<file path="src/rtl/ifetch_pkg.sv">
`default_nettype none
// ============================================================================
// Package    : ifetch_pkg
// Description: Shared types and constants for the wb_ifetch instruction
//              prefetcher: fetch FSM state encoding, Wishbone byte-select
//              constant and bus timeout length.
// Revision   : 1.0 - initial release
// ============================================================================
package ifetch_pkg;

  typedef enum logic [1:0] {
    IDLE  = 2'd0,
    BUS   = 2'd1,
    FLUSH = 2'd2,
    ERR   = 2'd3
  } ifetch_state_e;

  localparam logic [1:0] WB_SEL_ALL     = 2'b11;
  localparam int         TIMEOUT_CYCLES = 16;

endpackage : ifetch_pkg
`default_nettype wire

</file>
<file path="src/rtl/ifetch_fifo.sv">
`default_nettype none
// ============================================================================
// Module     : ifetch_fifo
// Description: Prefetch FIFO holding {pc, insn} entries. Registered storage
//              and pointers; head_o reads the oldest entry directly from the
//              storage registers. clear_i empties the FIFO and wins over
//              push/pop. Push when full and pop when empty are ignored.
// Ports      : clk_i, rst_i (async, active-high)
//              push_i/data_i  - write one entry
//              pop_i          - drop the head entry
//              clear_i        - discard all entries
//              head_o         - oldest entry
//              count_o        - number of stored entries (0..DEPTH)
//              full_o/empty_o - occupancy flags
// Revision   : 1.0 - initial release
// ============================================================================
module ifetch_fifo #(
  parameter int DEPTH = 4,
  parameter int WIDTH = 64
) (
  input  logic                     clk_i,
  input  logic                     rst_i,
  input  logic                     push_i,
  input  logic                     pop_i,
  input  logic                     clear_i,
  input  logic [WIDTH-1:0]         data_i,
  output logic [WIDTH-1:0]         head_o,
  output logic [$clog2(DEPTH):0]   count_o,
  output logic                     full_o,
  output logic                     empty_o
);

  localparam int                 PTR_W   = $clog2(DEPTH);
  localparam logic [PTR_W:0]     DEPTH_C = (PTR_W + 1)'(DEPTH);

  logic [WIDTH-1:0] mem_q [DEPTH];
  logic [WIDTH-1:0] mem_d [DEPTH];
  logic [PTR_W-1:0] wr_ptr_q, wr_ptr_d;
  logic [PTR_W-1:0] rd_ptr_q, rd_ptr_d;
  logic [PTR_W:0]   count_q, count_d;
  logic             do_push, do_pop;

  assign full_o  = (count_q == DEPTH_C);
  assign empty_o = (count_q == '0);
  assign count_o = count_q;
  assign head_o  = mem_q[rd_ptr_q];

  assign do_push = push_i & ~full_o;
  assign do_pop  = pop_i & ~empty_o;

  always_comb begin
    mem_d    = mem_q;
    wr_ptr_d = wr_ptr_q;
    rd_ptr_d = rd_ptr_q;
    count_d  = count_q;
    if (clear_i) begin
      wr_ptr_d = '0;
      rd_ptr_d = '0;
      count_d  = '0;
    end else begin
      if (do_push) begin
        mem_d[wr_ptr_q] = data_i;
        wr_ptr_d        = wr_ptr_q + PTR_W'(1);
      end
      if (do_pop) begin
        rd_ptr_d = rd_ptr_q + PTR_W'(1);
      end
      case ({do_push, do_pop})
        2'b10:   count_d = count_q + (PTR_W + 1)'(1);
        2'b01:   count_d = count_q - (PTR_W + 1)'(1);
        default: count_d = count_q;
      endcase
    end
  end

  always_ff @(posedge clk_i or posedge rst_i) begin
    if (rst_i) begin
      mem_q    <= '{default: '0};
      wr_ptr_q <= '0;
      rd_ptr_q <= '0;
      count_q  <= '0;
    end else begin
      mem_q    <= mem_d;
      wr_ptr_q <= wr_ptr_d;
      rd_ptr_q <= rd_ptr_d;
      count_q  <= count_d;
    end
  end

endmodule : ifetch_fifo
`default_nettype wire

</file>
<file path="src/rtl/wb_ifetch.sv">
`default_nettype none
// ============================================================================
// Module     : wb_ifetch
// Description: Wishbone instruction prefetcher. Reads sequential words into a
//              DEPTH-entry FIFO and presents the head as insn_o/pc_o. A flush
//              discards all prefetched words and restarts at branch_target_i.
// Ports      : clk_i, rst_i (async, active-high)
//              wb_*            - Wishbone read master (cyc == stb)
//              flush_i         - discard FIFO, restart at branch_target_i
//              insn_o/pc_o     - head instruction and its address
//              valid_o/ready_i - consumer handshake
//              err_o           - bus timeout flag
// Config     : define WB_IFETCH_TIMEOUT_EN to enable the bus timeout: after
//              TIMEOUT_CYCLES bus cycles with no ack the fetcher parks in ERR
//              with err_o high until flush_i. Without it err_o is tied 0.
// Revision   : 1.0 - initial release
// ============================================================================
module wb_ifetch #(
  parameter logic [31:0] RESET_PC = 32'h0000_1000,
  parameter int          DEPTH    = 4
) (
  input  logic        clk_i,
  input  logic        rst_i,
  output logic [31:0] wb_adr_o,
  input  logic [31:0] wb_dat_i,
  output logic [31:0] wb_dat_o,
  output logic        wb_we_o,
  output logic [1:0]  wb_sel_o,
  output logic        wb_tga_o,
  output logic        wb_cyc_o,
  output logic        wb_stb_o,
  input  logic        wb_ack_i,
  input  logic        flush_i,
  input  logic [31:0] branch_target_i,
  output logic [31:0] insn_o,
  output logic [31:0] pc_o,
  output logic        valid_o,
  input  logic        ready_i,
  output logic        err_o
);

  import ifetch_pkg::*;

  localparam int               CNT_W   = $clog2(DEPTH) + 1;
  localparam logic [CNT_W-1:0] DEPTH_C = CNT_W'(DEPTH);

  ifetch_state_e    state_q, state_d;
  logic [31:0]      fa_q, fa_d;
  logic [CNT_W-1:0] count;
  logic [CNT_W-1:0] cnt_after;
  logic [63:0]      head;
  logic             full, empty;
  logic             bus_req, push, pop;
  logic             unused_tgt_lsbs;

  assign unused_tgt_lsbs = ^branch_target_i[1:0];

  // Constant Wishbone outputs of a read-only master.
  assign wb_dat_o = 32'h0;
  assign wb_we_o  = 1'b0;
  assign wb_sel_o = WB_SEL_ALL;
  assign wb_tga_o = 1'b0;
  assign wb_adr_o = fa_q;
  assign wb_cyc_o = bus_req;
  assign wb_stb_o = bus_req;

  assign valid_o  = ~empty;
  assign insn_o   = head[31:0];
  assign pc_o     = head[63:32];

  // Occupancy after this cycle's push/pop; decides whether BUS continues.
  assign cnt_after = count + CNT_W'(push) - CNT_W'(pop);

  ifetch_fifo #(
    .DEPTH (DEPTH),
    .WIDTH (64)
  ) u_fifo (
    .clk_i   (clk_i),
    .rst_i   (rst_i),
    .push_i  (push),
    .pop_i   (pop),
    .clear_i (flush_i),
    .data_i  ({fa_q, wb_dat_i}),
    .head_o  (head),
    .count_o (count),
    .full_o  (full),
    .empty_o (empty)
  );

`ifdef WB_IFETCH_TIMEOUT_EN
  localparam int             TMO_W    = $clog2(TIMEOUT_CYCLES);
  localparam logic [TMO_W-1:0] TMO_LAST = TMO_W'(TIMEOUT_CYCLES - 1);

  logic [TMO_W-1:0] tmo_q, tmo_d;

  // Counts consecutive unacknowledged BUS cycles; cleared anywhere else.
  always_comb begin
    tmo_d = '0;
    if (state_q == BUS && !wb_ack_i && !flush_i) begin
      tmo_d = tmo_q + TMO_W'(1);
    end
  end

  always_ff @(posedge clk_i or posedge rst_i) begin
    if (rst_i) begin
      tmo_q <= '0;
    end else begin
      tmo_q <= tmo_d;
    end
  end
`endif

  // State register and fetch address register.
  always_ff @(posedge clk_i or posedge rst_i) begin
    if (rst_i) begin
      state_q <= IDLE;
      fa_q    <= RESET_PC;
    end else begin
      state_q <= state_d;
      fa_q    <= fa_d;
    end
  end

  // Next-state logic; flush overrides every other transition.
  always_comb begin
    state_d = state_q;
    case (state_q)
      IDLE: begin
        if (count < DEPTH_C) state_d = BUS;
      end
      BUS: begin
        if (wb_ack_i) begin
          state_d = (cnt_after < DEPTH_C) ? BUS : IDLE;
        end
`ifdef WB_IFETCH_TIMEOUT_EN
        else if (tmo_q == TMO_LAST) begin
          state_d = ERR;
        end
`endif
      end
      FLUSH:   state_d = BUS;
      ERR:     state_d = ERR;
      default: state_d = IDLE;
    endcase
    if (flush_i) state_d = FLUSH;
  end

  // Fetch address: reload on flush, advance by one word per accepted push.
  always_comb begin
    fa_d = fa_q;
    if (flush_i) begin
      fa_d = {branch_target_i[31:2], 2'b00};
    end else if (push) begin
      fa_d = fa_q + 32'd4;
    end
  end

  // Outputs decoded from the current state.
  always_comb begin
    bus_req = (state_q == BUS);
    push    = bus_req & wb_ack_i & ~flush_i & ~full;
    pop     = valid_o & ready_i & ~flush_i;
  end

`ifdef WB_IFETCH_TIMEOUT_EN
  assign err_o = (state_q == ERR);
`else
  assign err_o = 1'b0;
`endif

endmodule : wb_ifetch
`default_nettype wire

</file>
<file path="config.mk">
export PLATFORM = sky130hd
export DESIGN_NAME = wb_ifetch
export DESIGN_NICKNAME = d
export VERILOG_FILES = /design/src/rtl/ifetch_pkg.sv /design/src/rtl/ifetch_fifo.sv /design/src/rtl/wb_ifetch.sv
export SDC_FILE = /design/constraint.sdc
export NUM_CORES = 1
export LEC_CHECK = 0
export ABC_AREA = 1
export BUFFER_PORTS_ARGS = -buffer_cell sky130_fd_sc_hd__buf_2
export CAP_MARGIN = 40
export CORE_MARGIN = 2
export CORE_UTILIZATION = 35
export DETAILED_ROUTE_END_ITERATION = 6
export GPL_ROUTABILITY_DRIVEN = 0
export PLACE_DENSITY_LB_ADDON = 0.15
export SLEW_MARGIN = 25
export SYNTH_ARGS = -nofsm -noshare
export SYNTH_HDL_FRONTEND = slang
export SYNTH_SLANG_ARGS = --single-unit
</file>
<file path="constraint.sdc">
create_clock -name clk_i -period 9.4 [get_ports clk_i]
set_input_delay 0 -clock clk_i [delete_from_list [all_inputs] [get_ports clk_i]]
set_output_delay 0 -clock clk_i [all_outputs]
set_load 0.02 [all_outputs]
</file>
==> summary.txt <==
Die
  – Placement Rows: 74
  – Initial core utilization: 0.355
  – DIE AREA: 0.0432 mm²
  – Die height: 208 µm
  – Core ar.: 0.0409 mm²
  – # IOs: 205
  – Die W: 208 µm

Clock tree
  – CTS tree: done
  – H-tree levels: 2
  – Total CTS buffers: 36
  – Worst skew pair latency: 530 ps
  – Max Buffers Root-to-Sink: 3
  – Root Driver: clkbuf_16
  – CTS clk-pin slew, worst paths: 60 ps
  – Clk sink count: 287
  – Post-CTS Setup Repair Bufs: 0

Final layout
  – Area Overhead vs Synth: 18.8%
  – N_diodes: 0
  – Final Instance Area: 0.0173 mm²
  – Share of layout cells above drive strength 1: 0.122
  – Layout fillers: 4252
  – Final #Nets: 2098

Synthesis
  – Commonest cells in the netlist: nand2_1, dfrtp_1, o21ai_0, nor2_1, o21a_1
  – Sequential-to-total area share from yosys stat: 0.494
  – Post-synth EDFFs: 0
  – Ys async rst share: 1.00
  – Area leader, netlist: dfrtp_1
  – Cell area after synthesis: 0.0145 mm²
  – Distinct cells, synth: 31
  – Post-synth top flop: dfrtp_1
  – Synth top area cells: dfrtp_1, nand2_1, o21ai_0
  – Seq cells post-synth: 287
  – Avg Cell Area, Syn: 7.80 µm²
  – Count leader, synth: nand2_1
  – Synth warn: 0
  – Yosys top cell area share: 0.492
  – Post-Synthesis Cells: 1865

Global route
  – Vias in the first global route: 12905
  – Global Route Usage Sum: 0.211
  – First-pass GRT wire length: 72700 µm
  – Remaining Overflow, GRT: 0
  – Largest net degree at the start of global routing: 100
  – Initial antenna violation count: 0

Timing
  – Unrepaired setup endpoints after global routing: no
  – Worst Slack Setup Final: 5970 ps
  – Endpoints failing setup: 0
  – Max transition margin: 0.461
  – Tcrit/Tclk final: 0.365
  – Minimum clock period: 3430 ps
  – Hold Vio Cnt, Final: 0
  – Actual slew at the worst max-slew pin: 808 ps
  – Setup TNS: 0 ps
  – Slew Viols, Final: 0
  – Maximum clock frequency: 291 MHz
  – Clk_skew: 10.8 ps

Route
  – DR WL/cell: 17.7 µm
  – Vias: 12796
  – Vias per cell: 4.97
  – Initial DRC Count: 765
  – Pre-antenna DRT Iters: 5
  – Final wirelength: 45500 µm
  – Detail Route Antenna Nets: 0
  – Post-route DRC violation count: 0

Power
  – Internal: 2.34 mW
  – Clock network fraction of total power: 0.392
  – PwrDens: 193 mW/mm²
  – Switching power total: 0.996 mW
  – Logic pwr share: 0.176
  – Leakage Power: 8.83 nW
  – Sw Share: 0.299
  – Total Power: 3.33 mW
  – Peak supply drop: 0.0998 mV
  – Sequential Power Share: 0.431

Worst setup path
  – Flop-to-flop setup slack: 5970 ps
  – Startpoint Class: flop
  – CP max stage cell: buf_4
  – Crit path arrival time: 3850 ps
  – Worst r2r src: state_q[1]
  – Worst EP required: 9820 ps
  – Setup CP Type: flop to flop
  – R2r endpoint: u_fifo.mem_q[229]
  – Crit Path Max Fanout: 99
  – Worst-case reg-to-reg path depth: 10
  – Worst path cell trace: inv_1, nand2_1, nor2_4, nand2_8, buf_4, buf_12, nor2_8, buf_4, nand2_1, o21a_1
  – CP Capture Type: flop
  – Slowest stage delay, CP: 600 ps

Placement
  – Dpl hpwl: 26900 µm
  – Port buffer count: 161
  – Total placed instance area: 0.0155 mm²
  – Worst slack, placed: 5840 ps

Run
  – Number of max-cap violations: 0

Worst hold path
  – Hold wc startpoint: flush_i
  – Worst Hold Endpoint: wb_adr_o[3]
  – Hold Path Depth: 3
  – Hold Path Class: input pin to flop

Status
  – Outcome: completed
## worst max-delay path: cells and delay by family, from the launching register on
| kind | cells | cell delay (ps) |
|---|---|---|
| flops | 1 | 390 |
| compound gates | 1 | 130 |
| buf+inv | 4 | 1390 |
| simple gates | 5 | 1320 |
## logic make-up (layout without fill, tap and decap cells)
family          Yosys count  count (layout)  synth area share
buf+inv                 237             376            0.0828
other cells               2              41          0.000516
xor+xnor                  8               8           0.00482
fa+ha+maj                 8               8           0.00740
simple gates            853             853             0.229
compound gates          470             470             0.182
flops                   287             287             0.494
## metrics by stage
step / std cells / hold slack [ps] / utilization
global placement: 2443 / 169 / 0.375
floorplan: 1904 / 117 / -
detailed placement: 2449 / 169 / 0.379
finish: 2575 / 78.1 / 0.422
CTS: 2574 / 45.5 / 0.421
global route: 2575 / 111 / 0.422
## cell type report
cell class	instances	area, µm²	area share
clock buffer	57	1070	0.0620
clock inverter	3	18.8	0.00109
inverter	66	259	0.0150
multi-input combinational	1380	6320	0.366
timing repair buffer	250	1750	0.102
sequential	287	7190	0.416
tap	532	666	0.0385
## cell usage in the layout (no fill, tap or decap), drive strengths merged, types with 4 or more instances in the layout
cell,Yosys,layout
nand3,37,37
clkbuf,76,57
o22ai,62,62
nand2,624,624
buf,95,185
o21a,78,78
o211ai,5,5
dlygate4sd3,0,65
conb,2,41
nor2,190,190
inv,65,65
o21ai,317,317
clkinv,1,4
xor2,7,7
dfrtp,286,286
ha,7,7
a21oi,6,6
## worst max path at each step
stage / startpoint / end / slack (ps) / depth (start not counted)
final: state_q[1] / u_fifo.mem_q[229] / 5970 / 10
after detailed placement: flush_i / u_fifo.mem_q[229] / 5840 / 11
after floorplan: rst_i / state_q[0] / 1480 / 1
after CTS: state_q[1] / u_fifo.mem_q[229] / 5910 / 10
after global routing: u_fifo.count_o[1] / u_fifo.mem_q[229] / 5700 / 9
after global placement: flush_i / u_fifo.mem_q[244] / 5910 / 10
## power groups by stage
stage	clock (mW)	combinational [mW]	sequential, mW
after floorplan	0	0.383	1.44
after global placement	0	0.561	1.45
after detailed placement	0	0.571	1.46
after CTS	1.35	0.594	1.44
after global routing	1.40	0.651	1.45
final	1.31	0.587	1.44
## state kept, by name, summed over array words and instances (netlist names)
name and cells:
u_fifo.mem_q 248, u_fifo.rd_ptr_q 2, u_fifo.wr_ptr_q 2, wb_adr_o 30, state_q 2, u_fifo.count_o 3
## per-layer routing
layer	part of all wire	wire length [µm]	global-route usage	up-vias
li1	-	-	-	6293
met1	0.46	21000	0.284	6151
met2	0.47	21500	0.352	288
met3	0.048	2200	0.0383	64
met4	0.018	834	0.0509	0
met5	0	0	0	-
## timing repair
item | 4_1_cts | 5_1_grt
hold buffers | 65 | 0
hold endpoints to repair | 254 | 0
gates resized for setup | 0 | 0
No activity file was read; power rests on OpenSTA's default activity.
